## src/rtl/hazard_sched.sv

```systemverilog
// Stall/flush/forward scheduler for the 5-stage MIPS pipeline.
// It also tracks how long the multi-cycle mult/div unit stays busy.
module hazard_sched #(
  parameter  int unsigned MDU_CYCLES = 32,
  localparam int unsigned CNT_W      = $clog2(MDU_CYCLES + 1)
) (
  input  logic       CLK,
  input  logic       RST,
  input  logic [4:0] RsD,
  input  logic [4:0] RtD,
  input  logic [4:0] RsE,
  input  logic [4:0] RtE,
  input  logic [4:0] WriteRegE,
  input  logic [4:0] WriteRegM,
  input  logic [4:0] WriteRegW,
  input  logic       RegWriteE,
  input  logic       RegWriteM,
  input  logic       RegWriteW,
  input  logic       MemtoRegE,
  input  logic       MemtoRegM,
  input  logic       BranchD,
  input  logic       PCSrcD,
  input  logic       JumpD,
  input  logic       MdOpD,
  input  logic       MdStartE,
  input  logic       MemAccessM,
  input  logic       DMemReady,
  output logic       StallF,
  output logic       StallD,
  output logic       StallE,
  output logic       StallM,
  output logic       FlushD,
  output logic       FlushE,
  output logic       FlushW,
  output logic       ForwardAD,
  output logic       ForwardBD,
  output logic [1:0] ForwardAE,
  output logic [1:0] ForwardBE,
  output logic       MdBusy
);

  typedef enum logic {RUN, MD_BUSY} state_t;

  state_t           state;
  logic [CNT_W-1:0] cnt;
  logic             lwstall, branchstall, mdstall, memwait, dstall;

  function automatic logic match(input logic [4:0] x, input logic [4:0] r);
    return (r != 5'd0) && (x == r);
  endfunction

  always_comb begin
    lwstall     = MemtoRegE & (match(RsD, WriteRegE) | match(RtD, WriteRegE));
    branchstall = BranchD &
                  ((RegWriteE & (match(RsD, WriteRegE) | match(RtD, WriteRegE))) |
                   (MemtoRegM & (match(RsD, WriteRegM) | match(RtD, WriteRegM))));
    mdstall     = MdOpD & ((state == MD_BUSY) | MdStartE);
    memwait     = MemAccessM & ~DMemReady;
    dstall      = lwstall | branchstall | mdstall;
  end

  // memwait freezes everything; FlushD is held off while D stalls so the
  // held instruction is not cleared by IF/ID CLR overriding EN.
  always_comb begin
    StallF = ~RST & (memwait | dstall);
    StallD = ~RST & (memwait | dstall);
    StallE = ~RST & memwait;
    StallM = ~RST & memwait;
    FlushW = ~RST & memwait;
    FlushE = ~RST & ~memwait & dstall;
    FlushD = ~RST & ~memwait & ~dstall & (PCSrcD | JumpD);
    MdBusy = ~RST & (state == MD_BUSY);
  end

  always_comb begin
    ForwardAD = RegWriteM & match(RsD, WriteRegM);
    ForwardBD = RegWriteM & match(RtD, WriteRegM);
    ForwardAE = 2'b00;
    if (RegWriteM && match(RsE, WriteRegM))      ForwardAE = 2'b10;
    else if (RegWriteW && match(RsE, WriteRegW)) ForwardAE = 2'b01;
    ForwardBE = 2'b00;
    if (RegWriteM && match(RtE, WriteRegM))      ForwardBE = 2'b10;
    else if (RegWriteW && match(RtE, WriteRegW)) ForwardBE = 2'b01;
  end

  // The MDU counts down independently of memwait; an issue blocked by
  // memwait stays in E and is retried on the next cycle.
  always_ff @(posedge CLK) begin
    if (RST) begin
      state <= RUN;
      cnt   <= '0;
    end else begin
      case (state)
        RUN: begin
          if (MdStartE && !memwait) begin
            state <= MD_BUSY;
            cnt   <= CNT_W'(MDU_CYCLES - 1);
          end
        end
        MD_BUSY: begin
          if (cnt == '0) state <= RUN;
          else           cnt   <= cnt - CNT_W'(1);
        end
        default: state <= RUN;
      endcase
    end
  end

endmodule

```

## config.mk

```make
export PLATFORM = sky130hd
export DESIGN_NAME = hazard_sched
export DESIGN_NICKNAME = d
export VERILOG_FILES = /design/src/rtl/hazard_sched.sv
export SDC_FILE = /design/constraint.sdc
export NUM_CORES = 1
export LEC_CHECK = 0
export BUFFER_PORTS_ARGS = -buffer_cell sky130_fd_sc_hd__buf_2
export CAP_MARGIN = 0
export CORE_ASPECT_RATIO = 0.7
export CORE_MARGIN = 2
export CORE_UTILIZATION = 40
export DETAILED_ROUTE_END_ITERATION = 12
export PLACE_DENSITY = 0.77
export SLEW_MARGIN = 20
export SYNTH_ARGS = -nofsm -noshare
export SYNTH_HDL_FRONTEND = slang
export SYNTH_SLANG_ARGS = --single-unit
export TNS_END_PERCENT = 1
```

## constraint.sdc

```tcl
create_clock -name CLK -period 3.8 [get_ports CLK]
set_clock_uncertainty 0.15 [all_clocks]
set_input_delay 0.19 -clock CLK [delete_from_list [all_inputs] [get_ports CLK]]
set_output_delay 0.19 -clock CLK [all_outputs]
set_load 0.03 [all_outputs]
```

# Word-level counts from Yosys, hierarchy flattened
# Index checks and enable logic that the tools add are counted.
# W data, S select, Z words.
[totals]
reg_bits = 7
latchBits = 0
ramBits = 0
romBits = 0
input_bits = 49
output_inout_bits = 14
word_cells = 70
n_memories = 0
[op_classes]
add_sub_neg = 1
multipliers = 0
div_mod_pow = 0
n_lt_le_gt_ge = 0
n_eq_ne = 10
shifts = 0
mux = 10
n_bitwise = 28
reduce_logical = 19
[ops]
columns = ["operator", "count"]
rows = [
  ["$eq A5 B5 Y1", 8],
  ["$and A1 B1 Y1", 15],
  ["$reduce_bool A5 Y1", 3],
  ["$logic_and A1 B1 Y1", 13],
  ["$mux W6", 2],
  ["$pmux W6 S2", 1],
  ["$or A1 B1 Y1", 8],
  ["$logic_not A6 Y1", 1],
  ["$sub A6 B1 Y6 const B", 1],
  ["$not A1 Y1", 5],
  ["$mux W1", 4],
  ["$mux W2", 2],
  ["$ne A2 B2 Y1 const B", 2],
  ["$pmux W1 S2", 1],
  ["$reduce_and A2 Y1", 1],
  ["$logic_not A1 Y1", 1],
]

# Logic depth before layout (Yosys ltp)
[logic_depth]
depth_word = 11
mapped_depth = 7
depth_no_buf = 7

# Least setup slack after synthesis
# No wires, ideal clock.
[synth_path]
path_type = "input port to output port"
startpoint = "in WriteRegM[4]"
endpoint = "out ForwardAE[0]"
arrival_time_ns = 2.185
t_required_ns = 3.460
setup_slack_ns = 1.275
path_stages = 6
n_path_buf = 1
cell_sequence = "clkbuf_1 -> nor3_1 -> nand2_1 -> nand2_1 -> nor4_1 -> nor4_1"
[synth_via]
elab_chain_cells = 4
elab_cells_between_ends = 5
cone_classes = "eq/ne (1); mux (1); reduce/logical (3)"
[synth_rtl]
columns = ["element", "line_no", "text"]
rows = [
  ["from (decl)", "14", "input logic [4:0] WriteRegM,"],
  ["$eq A5 B5 Y1 or $reduce_bool A5 Y1 (tied branches)", "49", "return (r != 5'd0) && (x == r);"],
  ["$logic_and A1 B1 Y1 *", "49", ""],
  ["$logic_and A1 B1 Y1 *", "79", "if (RegWriteM && match(RsE, WriteRegM)) ForwardAE = 2'b10;"],
  ["$mux W2 *", "79", ""],
  ["to (decl)", "37", "output logic [1:0] ForwardAE,"],
]
# Mark *: on every way between the ends. The rest lies on a longest branch, timed or not.

# Worst setup path in the final report
[layout_path]
startpoint = "reg cnt[0]"
endpoint = "reg cnt[2]"
[layout_via]
elab_chain_cells = 3
elab_cells_between_ends = 6
cone_classes = "add/sub (1); eq/ne (1); mux (2); reduce/logical (2)"
[layout_rtl]
columns = ["element", "line_no", "text"]
rows = [
  ["from (decl)", "45", "logic [CNT_W-1:0] cnt;"],
  ["from (signal assigned)", "97", "cnt <= CNT_W'(MDU_CYCLES - 1);"],
  ["from (signal assigned)", "102", "else cnt <= cnt - CNT_W'(1);"],
  ["$sub A6 B1 Y6 or $logic_not A6 Y1 (tied branches)", "102, 101", ""],
  ["$mux W6 or $ne A2 B2 Y1 (tied branches)", "-", ""],
  ["$pmux W6 S2 or $reduce_and A2 Y1 (tied branches)", "-", ""],
]
# Several ways; a longest one is shown, not always the timed one. The select of a mux whose other input is x is not followed.
# A chain may end at the register's enable or synchronous reset.

==> metrics.yaml <==
grt_pass1_vias: 1047
via_count: 1070
hpwl_mm: 2.375
cp-start-kind: "register"
n_antenna_cell: 0
hp-class: "input port to register"
power_density_nw_per_um2: 253.4
grt_max_degree: 13
crit_arrival_ps: 1980
synth_top_area_cell: "xor2_1"
vias_per_cell: 5.023
syn-num-nets: 174
yosysSeqAreaShare_pct: 14.78
overflow: 0
ioPinCount: 63
netlist_top_cells_area: "xor2_1 (26%), dfxtp_1 (15%), xnor2_1 (15%), nor3_1 (4.7%), nand3_1 (3.7%)"
detailed_place.area_um2: 1254
ant_nets: 0
slew-limit-headroom_pct: 65.27
route.met2.wl_mm: 1.358
syn_area_um2: 948.4
finalCritPeriodShare_pct: 52.36
stdcell_count: 213
finalSetupViolCount: 0
async_reset_ff_share_pct: 0
ys_warn_count: 0
synth.most_common_cell: "xor2_1"
synth.distinct_cells: 30
area_growth_pct: 34.96
path_max_fanout: 6
drv_cap: 0
path_clk_slew_ps: 50
ys_seq_elements: 7
synth_top_area_share_pct: 25.86
wire_per_inst_um: 12.82
grt_pass1_wl_mm: 4.505
drt_iter0_drc: 42
coreArea_um2: 2190
top_layer_used: "met4"
drive_gt1_share_pct: 37.02
die_width_um: 62.20
postCtsSetupBuffers: 0
rsz0062_at_grt: "no"
cts_root_buffer: "clkbuf_4"
fin_tns_setup_ps: 0
routed_wl_mm: 2.730
dr_wl_met3_um: 134
synth_cells: 124
hold_viol_final: 0
clkLatencyLatePin_ps: 270
portBuffers: 62
required_ps: 3790
critPathKind: "register to register"
cts_tree: "yes"
worst_pin_slew_ps: 519.8
wl_met1_mm: 1.212
place_congestion: 0.8811
placed_cells: 209
period_needed_ps: 1990
cts_buffers: 3
synth_edf_count: 0
slew_viol_final: 0
grt_use_total_pct: 20.20
initial_core_util_pct: 43.31
drc: 0
leakagePower_uw: 0.0005973
critPathCaptureType: "register"
h-tree-depth: 1
ys_top_cells_by_count: "xor2_1 (28), xnor2_1 (16), nor2_1 (9), nor3_1 (9)"
rows: 14
clock-sinks: 7
final_net_count: 232
drtPass1Iterations: 4
die-area_um2: 2783
syn_area_per_cell_um2: 7.648
final_area_um2: 1280
fmax_ghz: 0.5026
peakVddDrop_v: 0.00007591
antenna_found_initial: 0
ctsHoldBuffers: 0
synthFlopType: "dfxtp_1"
clk_path_buf_depth: 2
die_h_um: 44.74
status: "completed"
cts_resized: 0
placed cells by master, fill, tap and decap left out, drive strengths merged:
master	instances
nand2	2
inv	2
and4	1
xnor2	16
o21ai	5
nand2b	2
a311oi	2
o21bai	1
or4	3
o211ai	1
xor2	28
nor4	4
a21oi	5
clkbuf	4
a41oi	1
dfxtp	7
a211oi	1
buf	62
o31a	1
nor3	9
and2b	1
nor3b	1
nand3	7
nor2	9
ha	1
or3b	1
nor2b	2
nand3b	1
a21o	1
routing by layer:
layer	vias up	track usage, %
li1	541	-
met1	489	23.82
met2	35	39.78
met3	5	3.491
met4	0	4.444
met5	-	0
sequential cells by signal (all words and copies together), names as in the netlist:
signal  count
cnt         6
state       1
final timing paths:
check	end	depth (start not counted)	start	slack, ps
min	state$_SDFF_PP0_	2	RST	90
max reg2reg	cnt[2]$_SDFFE_PP0P_	7	cnt[0]$_SDFFE_PP0P_	1810
max	cnt[2]$_SDFFE_PP0P_	7	cnt[0]$_SDFFE_PP0P_	1810
min reg2reg	cnt[0]$_SDFFE_PP0P_	1	cnt[0]$_SDFFE_PP0P_	340
where the power goes:
part           switching, µW  internal [µW]  total [µW]
Clock                   32.1           40.4        72.5
Combinational           84.2           72.4         157
Sequential              10.7           84.6        95.3
cell families after synthesis:
kind of cell    after synthesis  synth area share, %
xor+xnor                     44                40.63
flops                         7                14.78
compound gates               18                12.14
fa+ha+maj                     1                1.319
buf+inv                      11                5.541
simple gates                 43                25.59
cell type report:
class	instances	area, µm²
Multi-Input combinational cell	106	755.7
Clock buffer	4	26.28
Tap cell	32	40.04
Sequential cell	7	140.1
Inverter	2	7.507
Fill cell	208	909.6
Timing Repair Buffer	62	310.3
worst max-delay path: stages (launching register included):
cell and delay [ps]:
dfxtp_1 330, inv_1 60, ha_1 150, or3b_1 370
o31a_1 320, o21ai_0 240, xor2_1 170, a21oi_1 80
per-stage QoR:
step	hold WS (ps)	power, µW	util (%)	worst slack (ps)
detailed placement	333.8	252.6	57.26	1836
finish	93.49	324.4	58.46	1810
floorplan	111.6	196.9	-	1275
global placement	324.7	246.7	57.26	1912
CTS	92.33	326.0	58.46	1828
global route	104.6	347.5	58.46	1685
Power figures use the tool's default switching activity.
